==> config.mk <==
export PLATFORM = sky130hd
export DESIGN_NAME = riscv_writeback
export DESIGN_NICKNAME = d
export VERILOG_FILES = /design/src/rtl/riscv_pkg.sv /design/src/rtl/riscv_load_align.sv /design/src/rtl/riscv_writeback.sv
export SDC_FILE = /design/constraint.sdc
export NUM_CORES = 1
export LEC_CHECK = 0
export CORE_MARGIN = 10
export CORE_UTILIZATION = 44
export DETAILED_ROUTE_END_ITERATION = 8
export PLACE_DENSITY = 0.83
export SLEW_MARGIN = 20
export SYNTH_ARGS = -nofsm -noshare
export SYNTH_HDL_FRONTEND = slang
export SYNTH_SLANG_ARGS = --single-unit
export TNS_END_PERCENT = 50
==> constraint.sdc <==
create_clock -name clk -period 2.5 [get_ports clk]
set_clock_uncertainty 0.1 [all_clocks]
set_input_delay 0.25 -clock clk [delete_from_list [all_inputs] [get_ports clk]]
set_output_delay 0.25 -clock clk [all_outputs]
set_load 0.01 [all_outputs]
==> src/rtl/riscv_pkg.sv <==
// Shared types and constants for the integer writeback slice.
package riscv_pkg;

  localparam int XLEN       = 32;
  localparam int REG_ADDR_W = 5;

  typedef enum logic [1:0] {
    LD_B = 2'd0,
    LD_H = 2'd1,
    LD_W = 2'd2
  } ld_size_e;

  typedef enum logic {
    IDLE      = 1'b0,
    WAIT_LOAD = 1'b1
  } wb_state_e;

  // Size encoding 3 has no legal access width, so it is always rejected.
  function automatic logic ld_misaligned(input logic [1:0] size, input logic [1:0] addr_lo);
    logic bad;
    bad = 1'b0;
    case (size)
      LD_B:    bad = 1'b0;
      LD_H:    bad = addr_lo[0];
      LD_W:    bad = (addr_lo != 2'b00);
      default: bad = 1'b1;
    endcase
    return bad;
  endfunction

endpackage

==> src/rtl/riscv_load_align.sv <==
// Combinational load aligner: picks the addressed byte/half from an aligned
// memory word and sign- or zero-extends it to XLEN.
module riscv_load_align
  import riscv_pkg::*;
(
  input  logic [XLEN-1:0] word_i,
  input  logic [1:0]      addr_lo_i,
  input  logic [1:0]      size_i,
  input  logic            unsigned_i,
  output logic [XLEN-1:0] data_o
);

  logic [7:0]  byte_v;
  logic [15:0] half_v;

  always_comb begin
    byte_v = word_i[7:0];
    case (addr_lo_i)
      2'd0:    byte_v = word_i[7:0];
      2'd1:    byte_v = word_i[15:8];
      2'd2:    byte_v = word_i[23:16];
      default: byte_v = word_i[31:24];
    endcase
    half_v = addr_lo_i[1] ? word_i[31:16] : word_i[15:0];

    data_o = word_i;
    case (size_i)
      LD_B:    data_o = {{24{byte_v[7] & ~unsigned_i}}, byte_v};
      LD_H:    data_o = {{16{half_v[15] & ~unsigned_i}}, half_v};
      default: data_o = word_i;
    endcase
  end

endmodule

==> src/rtl/riscv_writeback.sv <==
// Writeback stage: sole driver of the regfile write port. Retires ALU results
// directly and parks on loads until the memory response or a timeout.
module riscv_writeback
  import riscv_pkg::*;
#(
  parameter int LOAD_TIMEOUT = 64,
  parameter int TO_W         = 7
) (
  input  logic                  clk,
  input  logic                  reset,
  input  logic                  ex_valid_i,
  output logic                  ex_ready_o,
  input  logic [REG_ADDR_W-1:0] ex_rd_i,
  input  logic                  ex_rd_wen_i,
  input  logic                  ex_is_load_i,
  input  logic [1:0]            ex_ld_size_i,
  input  logic                  ex_ld_unsigned_i,
  input  logic [1:0]            ex_addr_lo_i,
  input  logic [XLEN-1:0]       ex_alu_res_i,
  input  logic                  mem_rsp_valid_i,
  input  logic [XLEN-1:0]       mem_rsp_data_i,
  output logic                  rf_wr_en_o,
  output logic [REG_ADDR_W-1:0] rf_wr_addr_o,
  output logic [XLEN-1:0]       rf_wr_data_o,
  output logic                  wb_busy_o,
  output logic [REG_ADDR_W-1:0] wb_busy_rd_o,
  output logic                  ld_err_o,
  output logic [XLEN-1:0]       retire_cnt_o
);

  localparam logic [TO_W-1:0] TO_LAST = TO_W'(LOAD_TIMEOUT - 1);

  wb_state_e             state_q, state_d;
  logic [TO_W-1:0]       cnt_q, cnt_d;
  logic [REG_ADDR_W-1:0] ld_rd_q, ld_rd_d;
  logic                  ld_wen_q, ld_wen_d;
  logic [1:0]            ld_size_q, ld_size_d;
  logic                  ld_uns_q, ld_uns_d;
  logic [1:0]            ld_addr_lo_q, ld_addr_lo_d;
  logic                  wr_en_q, wr_en_d;
  logic [REG_ADDR_W-1:0] wr_addr_q, wr_addr_d;
  logic [XLEN-1:0]       wr_data_q, wr_data_d;
  logic                  busy_q, busy_d;
  logic [REG_ADDR_W-1:0] busy_rd_q, busy_rd_d;
  logic                  err_q, err_d;
  logic [XLEN-1:0]       retire_q, retire_d;
  logic [XLEN-1:0]       ld_data;

  riscv_load_align u_align (
    .word_i     (mem_rsp_data_i),
    .addr_lo_i  (ld_addr_lo_q),
    .size_i     (ld_size_q),
    .unsigned_i (ld_uns_q),
    .data_o     (ld_data)
  );

  assign ex_ready_o = (state_q == IDLE);

  always_comb begin
    state_d      = state_q;
    cnt_d        = cnt_q;
    ld_rd_d      = ld_rd_q;
    ld_wen_d     = ld_wen_q;
    ld_size_d    = ld_size_q;
    ld_uns_d     = ld_uns_q;
    ld_addr_lo_d = ld_addr_lo_q;
    wr_en_d      = 1'b0;
    wr_addr_d    = wr_addr_q;
    wr_data_d    = wr_data_q;
    busy_d       = busy_q;
    busy_rd_d    = busy_rd_q;
    err_d        = 1'b0;
    retire_d     = retire_q;

    case (state_q)
      IDLE: begin
        if (ex_valid_i) begin
          if (!ex_is_load_i) begin
            wr_en_d   = ex_rd_wen_i & (ex_rd_i != '0);
            wr_addr_d = ex_rd_i;
            wr_data_d = ex_alu_res_i;
            retire_d  = retire_q + 32'd1;
          end else if (ld_misaligned(ex_ld_size_i, ex_addr_lo_i)) begin
            err_d    = 1'b1;
            retire_d = retire_q + 32'd1;
          end else begin
            ld_rd_d      = ex_rd_i;
            ld_wen_d     = ex_rd_wen_i;
            ld_size_d    = ex_ld_size_i;
            ld_uns_d     = ex_ld_unsigned_i;
            ld_addr_lo_d = ex_addr_lo_i;
            cnt_d        = '0;
            busy_d       = 1'b1;
            busy_rd_d    = ex_rd_i;
            state_d      = WAIT_LOAD;
          end
        end
      end
      WAIT_LOAD: begin
        cnt_d = cnt_q + 1'b1;
        // A response in the final timeout cycle still completes the load.
        if (mem_rsp_valid_i) begin
          wr_en_d   = ld_wen_q & (ld_rd_q != '0);
          wr_addr_d = ld_rd_q;
          wr_data_d = ld_data;
          retire_d  = retire_q + 32'd1;
          busy_d    = 1'b0;
          busy_rd_d = '0;
          state_d   = IDLE;
        end else if (cnt_q == TO_LAST) begin
          err_d     = 1'b1;
          busy_d    = 1'b0;
          busy_rd_d = '0;
          state_d   = IDLE;
        end
      end
      default: state_d = IDLE;
    endcase
  end

  always_ff @(posedge clk) begin
    if (reset) begin
      state_q      <= IDLE;
      cnt_q        <= '0;
      ld_rd_q      <= '0;
      ld_wen_q     <= 1'b0;
      ld_size_q    <= 2'd0;
      ld_uns_q     <= 1'b0;
      ld_addr_lo_q <= 2'd0;
      wr_en_q      <= 1'b0;
      wr_addr_q    <= '0;
      wr_data_q    <= '0;
      busy_q       <= 1'b0;
      busy_rd_q    <= '0;
      err_q        <= 1'b0;
      retire_q     <= '0;
    end else begin
      state_q      <= state_d;
      cnt_q        <= cnt_d;
      ld_rd_q      <= ld_rd_d;
      ld_wen_q     <= ld_wen_d;
      ld_size_q    <= ld_size_d;
      ld_uns_q     <= ld_uns_d;
      ld_addr_lo_q <= ld_addr_lo_d;
      wr_en_q      <= wr_en_d;
      wr_addr_q    <= wr_addr_d;
      wr_data_q    <= wr_data_d;
      busy_q       <= busy_d;
      busy_rd_q    <= busy_rd_d;
      err_q        <= err_d;
      retire_q     <= retire_d;
    end
  end

  assign rf_wr_en_o   = wr_en_q;
  assign rf_wr_addr_o = wr_addr_q;
  assign rf_wr_data_o = wr_data_q;
  assign wb_busy_o    = busy_q;
  assign wb_busy_rd_o = busy_rd_q;
  assign ld_err_o     = err_q;
  assign retire_cnt_o = retire_q;

endmodule

==> impl_metrics.yaml, run 1 <==
yosys:
  synthMostInstantiatedCell: "dfxtp_1"
  syn_inst: 614
  synth.net_count: 696
  netlist_top_cells_area: "dfxtp_1, nand2_1, nor2_1"
  synthTopCellsByCount: "dfxtp_1, nand2_1, nor2_1"
  yosysWarnings: 0
  ys_seq_area_share_pct: 37.0
  synth-seq-cells: 96
  ys_types: 63
  avgSynthCellArea_sq_um: 8.45
  async_flop_share_pct: 0
  syn_area_sq_mm: 0.00519
  yosys.area.top_type: "dfxtp_1"
  synth_edf_count: 0
  ys.flop_type: "dfxtp_1"
  yosysTopAreaCellShare_pct: 37.0
grt:
  grt_use_total_pct: 20.6
  grt_pass1_vias: 5379
  grt_max_degree: 68
  antenna_found_initial: 0
  grt_pass1_wl_mm: 28.1
  overflow: 0
pwr:
  power_density_mw_per_mm2: 492
  p_leak_nw: 2.53
  ir_drop_mv: 0.292
floorplanning:
  rows: 39
  die_width_um: 129
  dieArea_sq_mm: 0.0165
  initial_utilization_pct: 45.3
  ios: 158
  die_h_um: 129
  core_area_sq_mm: 0.0115
cts:
  cts_buffers: 9
  clk_latency_ps: 350
  cts_tree: "yes"
  cts_resized: 0
  post-cts-setup-buffers: 0
  cts_hold_buf: 0
  cts-root-buf: "clkbuf_16"
  clockBufferDepth: 2
  cts_max_level: 3
  clock_sinks: 96
  clkSlewWorstSetupHoldPaths_ps: 70
placed_design:
  io_buffers: 157
  dp_worst_setup_slack_ps: 10.1
  dp.cells: 894
  hpwl_mm: 13.4
  place_area_sq_mm: 0.00696
  place.gp.congestion: 0.910
sta:
  worstMarginPinSlew_ps: 673
  hold_ws_ps: 342
  setup_viol: 0
  fin_tns_setup_ps: 0
  rsz0062_at_grt: "false"
  setup_ws_ps: 138
  fin_crit_ps: 2360
  drv_slew: 0
  fin_crit_sh_pct: 94.5
  hold_viol: 0
  fmax_ghz: 0.423
  relSlewSlack_pct: 55.1
setup_path:
  max_stage_delay_ps: 560
  r2r_slack_ps: 320
  crit_required_ps: 2150
  crit_end: "ex_ready_o"
  ff2ff_path_depth: 5
  slowest_stage: "clkdlybuf4s50_1"
  critPathKind: "reg -> out"
  worstReg2RegEnd: "wb_busy_rd_o[3]$_SDFFE_PP0P_"
  worstPathMaxFanout: 38
  cp_top_family: "buffers and inverters"
  path_buf_inv: 3
  timing.rr.start: "state_q$_SDFF_PP0_"
  critPathArrivalTime_ps: 2010
  critPathLaunchType: "register"
  path_depth: 3
  crit_chain: "buf_4, inv_1, clkdlybuf4s50_1"
  cp-end-kind: "output port"
  setup.worst_path.start: "state_q$_SDFF_PP0_"
detailed_routing:
  drc: 0
  ant_nets: 0
  dr.pass1.iters: 5
  finalWirelength_mm: 17.9
  wl_per_cell_um: 19.6
  dr.first_iter.drc_count: 369
  num_vias: 5352
  viasPerCell: 5.88
layout:
  num-nets-final: 844
  syn_to_final_growth_pct: 39.4
  num_antenna_cells: 0
  fin_cells: 910
  final_cell_area_sq_mm: 0.00724
  drive_gt1_share_pct: 10.6
  n_fill_cell: 971
worst_hold_path:
  holdCritPathClass: "in -> reg"
flow_run:
  maxCapViolations: 0
outcome:
  status: "finished clean"
[metrics by stage]
| step | power (mW) | utilization (%) |
|---|---|---|
| after detailed placement | 2.25 | 60.7 |
| after CTS | 3.57 | 63.1 |
| after floorplan | 1.91 | - |
| after global placement | 2.24 | 60.7 |
| after global routing | 3.68 | 63.1 |
| final | 3.56 | 63.1 |
[where the power goes]
part	internal [mW]	total [mW]	switching, mW
clock	0.689	1.34	0.650
sequential	1.59	1.63	0.0428
combinational	0.315	0.591	0.276
total	2.59	3.56	0.969
[area by class of cell]
| class | instances | area (sq um) | area share (%) |
|---|---|---|---|
| clock buffers | 10 | 229 | 3.16 |
| clock inverters | 6 | 50.0 | 0.692 |
| inverters | 7 | 26.3 | 0.363 |
| multi-input cells | 462 | 3020 | 41.7 |
| flip-flops and latches | 96 | 1920 | 26.6 |
| well taps | 143 | 179 | 2.47 |
| repair buffers | 186 | 1810 | 25.0 |
[registers in the layout, summed over array words and instances, names as in the netlist, 2 cells and up]
| register | flops |
|---|---|
| cnt_q | 7 |
| ld_addr_lo_q | 2 |
| ld_rd_q | 5 |
| ld_size_q | 2 |
| retire_cnt_o | 32 |
| rf_wr_addr_o | 5 |
| rf_wr_data_o | 32 |
| wb_busy_rd_o | 5 |
[placed cells by master (no fill, tap or decap), drive strengths merged, types with 8 or more instances in the layout]
cell / instances
a221oi: 16
a311o: 8
nor2b: 33
and3b: 8
buf: 30
dfxtp: 96
a211oi: 20
nor2: 64
or3: 9
clkdlybuf4s50: 156
mux2: 25
o21ai: 30
mux2i: 20
nand2: 75
nand4: 8
a21oi: 42
nand3: 17
inv: 9
clkbuf: 10
[worst min path at each step]
stage / from / to / cells past startpoint
floorplan: ex_rd_i[0] / wb_busy_rd_o[0]$_SDFFE_PP0P_ / 1
global placement: wb_busy_rd_o[2]$_SDFFE_PP0P_ / wb_busy_rd_o[2]$_SDFFE_PP0P_ / 2
detailed placement: wb_busy_rd_o[2]$_SDFFE_PP0P_ / wb_busy_rd_o[2]$_SDFFE_PP0P_ / 2
CTS: reset / retire_cnt_o[4]$_SDFFE_PP0P_ / 2
global route: reset / retire_cnt_o[18]$_SDFFE_PP0P_ / 2
finish: reset / retire_cnt_o[16]$_SDFFE_PP0P_ / 2
[routing by layer]
layer	wire length, um	GRT usage (%)	up-vias	share of wire [%]
met5	0	0	-	0
met4	386	6.88	0	2.2
met3	1710	6.00	32	9.6
met2	8500	35.0	239	48
met1	7270	24.4	2547	41
li1	-	-	2534	-
[kinds of logic (layout without fill, tap and decap cells)]
logic type / Yosys count / count (layout) / share of synthesized area [%]
and+or+nand+nor: 254 / 254 / 25.3
AOI/OAI and AO/OA: 159 / 159 / 22.4
DFF: 96 / 96 / 37.0
buffers and inverters: 56 / 209 / 4.87
muxes: 46 / 46 / 9.72
adders and majority gates: 2 / 2 / 0.482
xor gates and xnor gates: 1 / 1 / 0.169
Power figures use the tool's default switching activity.
==> run 2: changes to the inputs <==
--- a/config.mk
+++ b/config.mk
@@ -5,7 +5,7 @@
 export SDC_FILE = /design/constraint.sdc
 export NUM_CORES = 1
 export LEC_CHECK = 0
-export CORE_MARGIN = 10
+export CORE_MARGIN = 2
 export CORE_UTILIZATION = 44
 export DETAILED_ROUTE_END_ITERATION = 8
 export PLACE_DENSITY = 0.83
==> impl_metrics.yaml, run 2 (synthesis results as in run 1) <==
layout:
  drive_gt1_share_pct: 10.1
  num-nets-final: 841
  mostFrequentLayoutCell: "clkdlybuf4s50_1"
  fin_cells: 906
  num_antenna_cells: 0
  n_fill_cell: 962
  final_cell_mix: "clkdlybuf4s50_1, dfxtp_1, nand2_1, nor2_1, a21oi_1"
  syn_to_final_growth_pct: 39.1
floorplanning:
  rows: 39
  initial_utilization_pct: 45.3
  die_width_um: 113
  core_area_sq_mm: 0.0115
  dieArea_sq_mm: 0.0127
  ios: 158
  die_h_um: 113
grt:
  grt_pass1_vias: 5391
  grt_max_degree: 55
  overflow: 0
  antenna_found_initial: 0
  grt_use_total_pct: 25.2
  grt_pass1_wl_mm: 26.3
setup_path:
  timing.rr.start: "retire_cnt_o[0]$_SDFFE_PP0P_"
  critPathKind: "reg -> reg"
  cp-end-kind: "register"
  worstReg2RegEnd: "retire_cnt_o[20]$_SDFFE_PP0P_"
  critPathLaunchType: "register"
  ff2ff_path_depth: 6
  setup.worst_path.start: "retire_cnt_o[0]$_SDFFE_PP0P_"
  crit_chain: "ha_1, and4b_1, nand4_1, buf_4, a211oi_1, mux2_2"
  worstPathMaxFanout: 7
  crit_end: "retire_cnt_o[20]$_SDFFE_PP0P_"
  max_stage_delay_ps: 440
  slowest_stage: "dfxtp_1"
  r2r_slack_ps: 240
  crit_required_ps: 2630
  critPathArrivalTime_ps: 2390
cts:
  clkSlewWorstSetupHoldPaths_ps: 70
  cts_max_level: 3
  post-cts-setup-buffers: 0
  clock_sinks: 96
  clk_latency_ps: 340
  cts_resized: 0
  cts-root-buf: "clkbuf_16"
  cts_hold_buf: 0
  cts_tree: "yes"
  clockBufferDepth: 2
  cts_buffers: 9
detailed_routing:
  finalWirelength_mm: 16.3
  drc: 0
  dr.pass1.iters: 5
  ant_nets: 0
  dr.first_iter.drc_count: 546
  wl_per_cell_um: 18.0
  num_vias: 5373
  viasPerCell: 5.93
placed_design:
  place.gp.congestion: 0.894
  io_buffers: 157
  dp.cells: 891
  hpwl_mm: 11.8
sta:
  worstMarginPinSlew_ps: 650
  relSlewSlack_pct: 56.6
  drv_slew: 0
  fmax_ghz: 0.443
  setup_viol: 0
  hold_viol: 0
  fin_crit_ps: 2260
  rsz0062_at_grt: "false"
  fin_tns_setup_ps: 0
  fin_crit_sh_pct: 90.4
pwr:
  p_leak_nw: 2.53
  ir_drop_mv: 0.282
  power_density_mw_per_mm2: 486
worst_hold_path:
  holdCritPathClass: "in -> reg"
flow_run:
  maxCapViolations: 0
outcome:
  status: "finished clean"
[run 2: cell types whose count changed in the layout (fill, tap and decap cells not counted)]
cell	before	now
clkinvlp_4	2	1
buf_12	2	3
inv_6	3	1
clkinv_2	0	1
buf_4	28	24
clkbuf_8	0	1
[run 2: through the flow]
step,setup slack [ps],hold WS [ps],util [%],instance area (sq um),power (mW)
after global placement,48.9,340,60.6,6950,2.23
after global routing,105,245,63.0,7220,3.66
after CTS,251,227,63.0,7220,3.53
after floorplan,565,267,-,5190,1.91
after detailed placement,28.7,348,60.6,6950,2.24
final,240,241,63.0,7220,3.51
[run 2: area by class of cell]
class | instances | area (sq um) | share of cell area (%)
Multi-Input combinational cell | 462 | 3020 | 41.8
Sequential cell | 96 | 1920 | 26.6
Timing Repair Buffer | 183 | 1800 | 25.0
Clock buffer | 11 | 243 | 3.36
Tap cell | 143 | 179 | 2.48
Clock inverter | 4 | 30.0 | 0.416
Inverter | 7 | 26.3 | 0.364
[run 2: worst min-delay path by stage]
stage                                       from                             to  slack, ps  cells after the start
CTS                                        reset  retire_cnt_o[16]$_SDFFE_PP0P_        230                      2
global placement    wb_busy_rd_o[2]$_SDFFE_PP0P_   wb_busy_rd_o[2]$_SDFFE_PP0P_        340                      2
floorplan                             ex_rd_i[0]   wb_busy_rd_o[0]$_SDFFE_PP0P_        270                      1
finish                                     reset  retire_cnt_o[16]$_SDFFE_PP0P_        240                      2
global route                               reset  retire_cnt_o[16]$_SDFFE_PP0P_        250                      2
detailed placement  wb_busy_rd_o[2]$_SDFFE_PP0P_   wb_busy_rd_o[2]$_SDFFE_PP0P_        350                      2
[run 2: power by group]
part	leakage, nW	internal, mW	switching (mW)	total [mW]
Combinational	1.61	0.314	0.268	0.582
Clock	0.132	0.700	0.591	1.29
Sequential	0.781	1.59	0.0455	1.63
[run 2: critical path: cells and delay by family (launching register included)]
kind | cells | cell delay (ps)
simple gates | 2 | 460
flops | 1 | 440
mux | 1 | 370
compound gates | 1 | 280
buf+inv | 1 | 270
fa+ha+maj | 1 | 240
[run 2: routing by layer]
layer	vias to the layer above	part of all wire [%]	track usage, %
met5	-	0	0
met4	0	2.2	10.0
met3	33	7.4	5.45
met2	234	49	43.0
met1	2576	41	30.9
li1	2530	-	-
